File: config.mk
export PLATFORM = sky130hd
export DESIGN_NAME = rom_burst_reader
export DESIGN_NICKNAME = d
export VERILOG_FILES = /design/src/rtl/rom_rd_pkg.sv /design/src/rtl/rom_rd_fifo.sv /design/src/rtl/rom_burst_reader.sv
export SDC_FILE = /design/constraint.sdc
export NUM_CORES = 1
export LEC_CHECK = 0
export CORE_MARGIN = 3
export CORE_UTILIZATION = 40
export DETAILED_ROUTE_END_ITERATION = 10
export PLACE_DENSITY = 0.63
export SLEW_MARGIN = 20
export SYNTH_ARGS = -nofsm -noshare
export SYNTH_HDL_FRONTEND = slang
export SYNTH_SLANG_ARGS = --single-unit
File: constraint.sdc
create_clock -name clock -period 3.1 [get_ports clock]
set_input_delay 0.31 -clock clock [delete_from_list [all_inputs] [get_ports clock]]
set_output_delay 0.31 -clock clock [all_outputs]
set_load 0.02 [all_outputs]
File: src/rtl/rom_rd_pkg.sv
// Shared types and default parameters for the ROM burst reader.
package rom_rd_pkg;

  localparam int DEF_ADDR_W     = 8;
  localparam int DEF_DATA_W     = 32;
  localparam int DEF_ROM_LAT    = 1;
  localparam int DEF_FIFO_DEPTH = 4;

  typedef enum logic [1:0] {
    IDLE,
    FETCH,
    DRAIN,
    DONE
  } state_t;

  typedef logic [DEF_ADDR_W:0] count_t;

endpackage

File: src/rtl/rom_rd_fifo.sv
// First-word-fall-through output buffer; head reads as zero when empty.
module rom_rd_fifo #(
  parameter int DATA_W = 32,
  parameter int DEPTH  = 4,
  localparam int PTR_W = $clog2(DEPTH)
) (
  input  logic              clock,
  input  logic              reset,
  input  logic              push,
  input  logic [DATA_W-1:0] push_data,
  input  logic              pop,
  output logic [DATA_W-1:0] head_data,
  output logic [PTR_W:0]    count,
  output logic              full,
  output logic              empty
);

  logic [DATA_W-1:0] mem [DEPTH];
  logic [PTR_W-1:0]  wr_ptr;
  logic [PTR_W-1:0]  rd_ptr;
  logic              do_push;
  logic              do_pop;

  assign empty   = (count == '0);
  assign full    = (count == (PTR_W+1)'(DEPTH));
  assign do_pop  = pop && !empty;
  assign do_push = push && (!full || do_pop);

  assign head_data = empty ? '0 : mem[rd_ptr];

  always_ff @(posedge clock) begin
    if (do_push) mem[wr_ptr] <= push_data;
  end

  always_ff @(posedge clock or posedge reset) begin
    if (reset) begin
      wr_ptr <= '0;
      rd_ptr <= '0;
      count  <= '0;
    end else begin
      if (do_push) wr_ptr <= wr_ptr + 1'b1;
      if (do_pop)  rd_ptr <= rd_ptr + 1'b1;
      case ({do_push, do_pop})
        2'b10:   count <= count + 1'b1;
        2'b01:   count <= count - 1'b1;
        default: count <= count;
      endcase
    end
  end

endmodule

File: src/rtl/rom_burst_reader.sv
// Burst read initiator for a fixed-latency synchronous ROM, streaming over valid/ready.
// Define ROM_RD_CHECKSUM_EN to add the running checksum output of accepted words.
//
// state | meaning
// IDLE  | waiting for start
// FETCH | issuing ROM addresses while credits allow
// DRAIN | all addresses issued, waiting for the last word to be accepted
// DONE  | one-cycle completion pulse
module rom_burst_reader
  import rom_rd_pkg::*;
#(
  parameter int ADDR_W     = DEF_ADDR_W,
  parameter int DATA_W     = DEF_DATA_W,
  parameter int ROM_LAT    = DEF_ROM_LAT,
  parameter int FIFO_DEPTH = DEF_FIFO_DEPTH
) (
  input  logic              clock,
  input  logic              reset,
  input  logic              start,
  input  logic [ADDR_W-1:0] base_addr,
  input  logic [ADDR_W:0]   length,
  output logic              busy,
  output logic              done,
  output logic [ADDR_W-1:0] rom_address,
  input  logic [DATA_W-1:0] rom_q,
  output logic [DATA_W-1:0] out_data,
  output logic              out_valid,
  input  logic              out_ready
`ifdef ROM_RD_CHECKSUM_EN
  ,
  output logic [DATA_W-1:0] checksum
`endif
);

  localparam int CNT_W = $clog2(FIFO_DEPTH) + 1;

  state_t             state;
  state_t             state_nxt;
  logic [ADDR_W:0]    len_r;
  logic [ADDR_W:0]    issued;
  logic [ADDR_W:0]    delivered;
  logic [ROM_LAT-1:0] pipe;
  logic [CNT_W-1:0]   fifo_count;
  logic [CNT_W-1:0]   inflight;
  logic [CNT_W:0]     credit_used;
  logic               fifo_full;
  logic               fifo_empty;
  logic               start_ok;
  logic               issue;
  logic               pop;
  logic               last_issue;
  logic               last_pop;

  rom_rd_fifo #(
    .DATA_W (DATA_W),
    .DEPTH  (FIFO_DEPTH)
  ) u_fifo (
    .clock     (clock),
    .reset     (reset),
    .push      (pipe[ROM_LAT-1]),
    .push_data (rom_q),
    .pop       (pop),
    .head_data (out_data),
    .count     (fifo_count),
    .full      (fifo_full),
    .empty     (fifo_empty)
  );

  always_comb begin
    inflight = '0;
    for (int k = 0; k < ROM_LAT; k++) inflight = inflight + CNT_W'(pipe[k]);
  end

  // Words in flight hold a FIFO slot in advance so a ROM return is never dropped.
  assign credit_used = {1'b0, fifo_count} + {1'b0, inflight};
  assign start_ok    = (state == IDLE) && start;
  assign issue       = (state == FETCH) && !fifo_full &&
                       (credit_used < (CNT_W+1)'(FIFO_DEPTH));
  assign out_valid   = !fifo_empty;
  assign pop         = out_valid && out_ready;
  assign last_issue  = issue && (issued == len_r - 1'b1);
  assign last_pop    = pop && (delivered == len_r - 1'b1);

  always_ff @(posedge clock or posedge reset) begin
    if (reset) state <= IDLE;
    else       state <= state_nxt;
  end

  always_comb begin
    state_nxt = state;
    case (state)
      IDLE:    if (start) state_nxt = (length == '0) ? DONE : FETCH;
      FETCH:   if (last_issue) state_nxt = DRAIN;
      DRAIN:   if (last_pop) state_nxt = DONE;
      DONE:    state_nxt = IDLE;
      default: state_nxt = IDLE;
    endcase
  end

  always_comb begin
    busy = (state == FETCH) || (state == DRAIN);
    done = (state == DONE);
  end

  always_ff @(posedge clock or posedge reset) begin
    if (reset) begin
      rom_address <= '0;
      len_r       <= '0;
      issued      <= '0;
      delivered   <= '0;
      pipe        <= '0;
    end else begin
      pipe[0] <= issue;
      for (int k = 1; k < ROM_LAT; k++) pipe[k] <= pipe[k-1];
      if (start_ok) begin
        len_r     <= length;
        issued    <= '0;
        delivered <= '0;
        // A zero-length request leaves the address bus untouched.
        if (length != '0) rom_address <= base_addr;
      end
      if (issue) begin
        rom_address <= rom_address + 1'b1;
        issued      <= issued + 1'b1;
      end
      if (pop) delivered <= delivered + 1'b1;
    end
  end

`ifdef ROM_RD_CHECKSUM_EN
  always_ff @(posedge clock or posedge reset) begin
    if (reset)         checksum <= '0;
    else if (start_ok) checksum <= '0;
    else if (pop)      checksum <= checksum + out_data;
  end
`endif

endmodule

* Word level (Yosys, flattened, before mapping)
Memories as Yosys holds them, arrays and structs flattened. Index checks and enable logic that the tools add are counted.
Storage, ports and cells: register bits 45, latch bits 0, bits in writable memories 128, memory bits (read-only) 0, input bits 53, output and inout bits 43, memories 1
Operators by class: $add $sub $neg 9, $mul 0, div/mod/pow operators 0, order comparisons 1, equal/unequal tests 11, shifts and indexed selects 0, mux-type cells 15, bitwise gates (word level) 0, reduce and logical (&&, ||, !) cells 22
Memory list:
- u_fifo.mem | words 4, bits a word 32, read ports 1, clocked after Yosys merged registers in 0, write ports 1, line rom_rd_fifo.sv:18 | logic [DATA_W-1:0] mem [DEPTH];
Operator list (number):
- 32-bit two-way mux | 1
- 9-bit two-way mux | 3
- 8-bit two-way mux | 3
- 9-bit by 1-bit adder with 9-bit output (second input constant) | 2
- 9-bit == test | 2
- 9-bit zero test | 1
- 9-bit nonzero test | 1
- 9-bit by 1-bit subtractor with 9-bit output (second input constant) | 1
- 8-bit by 1-bit adder with 8-bit output (second input constant) | 1
- 1-bit logical AND | 8
- 2-bit two-way mux | 4
- 2-bit case mux with 4 select lines | 1
- 2-bit nonzero test | 4
- 2-bit == test (second input constant) | 3
- 2-bit inequality test (second input constant) | 3
- 3-bit case mux with 2 select lines | 1
- 2-bit by 1-bit adder with 2-bit output (second input constant) | 2
- 3-bit by 1-bit adder with 4-bit output | 1
- 2-bit by 1-bit == test with 1-bit output (second input constant) | 2
- 4-bit by 3-bit < comparator with 1-bit output (second input constant) | 1
- 3-bit by 1-bit adder with 3-bit output (second input constant) | 1
- 3-bit == test (second input constant) | 1
- 3-bit zero test | 1
- 3-bit AND reduction | 1
- 6 further kinds | 9

* Logic depth before layout (Yosys ltp)
depth in word-level cells 8, gate-level depth with buffers 9

* By module
From an unflattened synthesis, not the netlist that was laid out.
Unflattened totals: cell total of the unflattened synthesis 508, area, all modules 7712.4 um^2
By module, submodules not included:
- rom_rd_fifo | times used 1, cells each 243, area an instance 5280.1 um^2
- rom_burst_reader | times used 1, cells each 265, area an instance 2432.3 um^2

* Worst setup path after synthesis
No wires, ideal clock.
path type reg-to-reg, start point register len_r[0], end point register state[0], library setup time 0.126 ns, data arrival time 2.061 ns, path slack 0.913 ns, cell stages (with the launch flop) 8, path buffers 0, period minus slack after synthesis 2.187 ns, cell sequence dfrtp_1 > inv_1 > ha_1 > xnor2_1 > or4_4 > nor4_4 > a41oi_2 > o32a_1
Between the ends: longest elaborated chain between the ends 5, elaborated cells between the ends (all ways) 8, those cells by class add/sub (1); eq/ne (4); reduce/logical (3)
Ends and longest elaborated chain:
- from (decl) | line rom_burst_reader.sv:39 | logic [ADDR_W:0] len_r;
- from (signal assigned) | line rom_burst_reader.sv:116 | len_r <= length;
- 9-bit by 1-bit subtractor with 9-bit output (*) | line rom_burst_reader.sv:81, rom_burst_reader.sv:82
- 9-bit == test, on equally long branches | line rom_burst_reader.sv:82, rom_burst_reader.sv:81
- 1-bit logical AND, on equally long branches | line rom_burst_reader.sv:82, rom_burst_reader.sv:81
- 2-bit inequality test (no source line)
- 3-bit AND reduction (no source line) (*)
- to (signal assigned) | line rom_burst_reader.sv:86 | else state <= state_nxt;
- to (decl) | line rom_burst_reader.sv:37 | state_t state;
Mark *: on every way between the ends. The rest lies on a longest branch, timed or not. A chain may end at the register's enable or synchronous reset.

* Final worst setup path
start point register u_fifo.rd_ptr[0], end point output out_data[21]
Between the ends: longest elaborated chain between the ends 2
Ends and longest elaborated chain:
- from (decl) | line rom_rd_fifo.sv:20 | logic [PTR_W-1:0] rd_ptr;
- from (signal assigned) | line rom_rd_fifo.sv:42 | if (do_pop) rd_ptr <= rd_ptr + 1'b1;
- memory read 4 x 32 bit
- 32-bit two-way mux | line rom_rd_fifo.sv:29 | assign head_data = empty ? '0 : mem[rd_ptr];
- to (decl) | line rom_burst_reader.sv:26 | output logic [DATA_W-1:0] out_data,
No other way between the ends.

==> flow_metrics.py <==
metrics = {
    "clock_network": {
        "holdBufCountCts": 0,
        "cts_resized": 0,
        "cts_setup_buffers": 0,
        "clk_path_buf_depth": 2,
        "numCtsBuffers": 17,
        "clk_latency_ns": 0.43,
        "cts_max_level": 4,
        "numClockSinks": 173,
        "cts_tree": "yes",
        "cts.clk_slew.worst_paths_ns": 0.07,
        "root_buffer": "clkbuf_16",
    },
    "die": {
        "dieHeight_um": 144,
        "io_pins": 96,
        "row_count": 49,
        "coreArea_um2": 18300,
        "die_w_um": 144,
        "initial_utilization": 0.415,
        "design.die.area_um2": 20700,
    },
    "yosys": {
        "ys_types": 55,
        "ys_seq_area_frac": 0.653,
        "avgSynthCellArea_um2": 15.2,
        "syn_inst": 500,
        "synth_edf_count": 128,
        "async_reset_ff_frac": 0.260,
        "ys.flop_type": "edfxtp_1",
        "syn_nets": 567,
        "yosys_warnings": 0,
        "synthesis.area_um2": 7610,
        "ys_ff_latch": 173,
    },
    "timing": {
        "rsz0062_at_grt": "false",
        "fin_worst_skew_ns": 0.00881,
        "relSlewSlack": 0.606,
        "fin_setup_tns_ns": 0,
        "fin_crit_ns": 2.81,
        "drv_slew": 0,
        "hold_viol": 0,
        "setup_viol": 0,
        "timing.final.crit_share": 0.908,
        "holdWs_ns": 0.329,
        "worst_pin_slew_ns": 0.591,
        "fmaxAchievable_mhz": 355,
    },
    "place": {
        "placed_cell_area_um2": 8890,
        "gp_congestion": 0.839,
        "numPortBuffers": 95,
        "hpwl_um": 10200,
    },
    "grt": {
        "antenna_found_initial": 0,
        "grt_pass1_wl_um": 25000,
        "grtUsageTotal": 0.158,
        "grt_pass1_vias": 4814,
        "grt_max_degree": 46,
        "globalRouteOverflowTotal": 0,
    },
    "cells_and_area": {
        "stdcell_area_um2": 9450,
        "diodes": 0,
        "mostFrequentLayoutCell": "edfxtp_1",
        "final_nets": 675,
        "drive_gt1_frac": 0.172,
        "syn2layout_area_growth_pct": 24.3,
        "fill_cells": 1536,
        "layout_common_cells": "edfxtp_1, clkdlybuf4s50_1, dfrtp_1",
    },
    "drt": {
        "drc": 0,
        "wl_per_cell_um": 18.1,
        "vias": 4480,
        "wirelength_um": 15400,
        "antenna_left": 0,
        "vias_per_cell": 5.27,
        "drt-pass1-iter-count": 4,
        "drtIter0Drc": 252,
    },
    "worst_setup_path": {
        "worstSetupStartpointType": "flip-flop",
        "path_max_fanout": 14,
        "arrival_ns": 2.50,
        "cp-end-kind": "output port",
        "path_class": "flip-flop to output port",
        "crit_required_ns": 2.79,
    },
    "job": {
        "max_cap_viol_count": 0,
    },
    "outcome": {
        "status": "completed",
    },
    "power": {
        "p_leak_nw": 3.34,
        "p_per_area_nw_per_um2": 984,
        "ir_drop_uv": 448,
    },
    "hold_path": {
        "holdCritPathClass": "primary input to async pin",
    },
}
-- worst paths after layout --
kind | from | end | slack (ns) | cells past startpoint
setup / recovery | u_fifo.rd_ptr[0]$_DFFE_PP0P_ | out_data[21] | 0.29 | 4
hold / removal | reset | rom_address[3]$_DFFE_PP0P_ | 0.33 | 3
setup reg to reg | len_r[0]$_DFFE_PP0P_ | state[0]$_DFFE_PP0P_ | 0.65 | 9
hold reg to reg | issued[5]$_DFFE_PP0P_ | issued[5]$_DFFE_PP0P_ | 0.52 | 2
max in group asynchronous | reset | u_fifo.rd_ptr[0]$_DFFE_PP0P_ | 2.33 | 3
min in group clock | base_addr[2] | rom_address[2]$_DFFE_PP0P_ | 0.47 | 3
-- worst max-delay path, stage by stage, from the launching register on --
cell and delay, ns:
dfrtp_2 0.61, buf_12 0.23, mux4_2 0.52, and2_1 0.18, clkdlybuf4s50_1 0.53
-- final cells by class --
type	instances	area (um2)	share of cell area
Sequential cell	173	4970	0.526
Inverter	14	52.6	0.00556
Tap cell	229	287	0.0303
Clock buffer	17	425	0.0450
Multi-Input combinational cell	294	2510	0.265
Timing Repair Buffer	108	1070	0.114
Clock inverter	15	136	0.0144
-- Yosys cell counts (all sizes together), types with 13 or more instances --
cell type / n / area (um2)
o21ai: 31 / 155
nand2: 33 / 126
and2: 38 / 238
mux4: 32 / 721
ha: 13 / 163
nand3: 22 / 115
inv: 14 / 52.6
clkbuf: 14 / 52.6
nor2: 22 / 90.1
xnor2: 20 / 175
edfxtp: 128 / 3840
dfrtp: 45 / 1130
-- sequential cells by signal (all words and copies together), names as in the netlist --
name / cells
len_r: 9
issued: 9
state: 2
u_fifo.rd_ptr: 2
u_fifo.wr_ptr: 2
pipe: 1
rom_address: 8
u_fifo.mem: 128
delivered: 9
u_fifo.count: 3
-- through the flow --
step / power (mW) / util / std cells / worst slack, ns
6_report: 9.30 / 0.516 / 850 / 0.285
5_1_grt: 9.87 / 0.516 / 850 / 0.162
4_1_cts: 9.44 / 0.516 / 850 / 0.207
3_5_place_dp: 7.40 / 0.485 / 818 / 0.468
3_3_place_gp: 7.29 / 0.485 / 818 / 0.557
2_1_floorplan: 5.90 / - / 500 / 0.913
-- power by group --
| group | internal (mW) | total, mW | switching, mW |
|---|---|---|---|
| combinational | 1.94 | 3.83 | 1.89 |
| sequential | 2.99 | 3.45 | 0.465 |
| clock | 1.05 | 2.02 | 0.963 |
| total | 5.98 | 9.30 | 3.32 |
-- cells by family (layout without fill, tap and decap cells) --
group / count (synthesis) / count (layout) / synth area share
muxes: 45 / 45 / 0.113
xor gates and xnor gates: 30 / 30 / 0.0345
and+or+nand+nor: 148 / 148 / 0.110
DFF: 173 / 173 / 0.653
adders and majority gates: 14 / 14 / 0.0240
buffers and inverters: 33 / 154 / 0.0178
AOI/OAI and AO/OA: 57 / 57 / 0.0470
-- layer usage --
layer / routed length (um) / GRT usage / vias up
li1: - / - / 2096
met1: 6790 / 0.199 / 2268
met2: 7730 / 0.265 / 98
met3: 644 / 0.0373 / 18
met4: 236 / 0.0580 / 0
met5: 0 / 0 / -
Power figures use the tool's default switching activity.
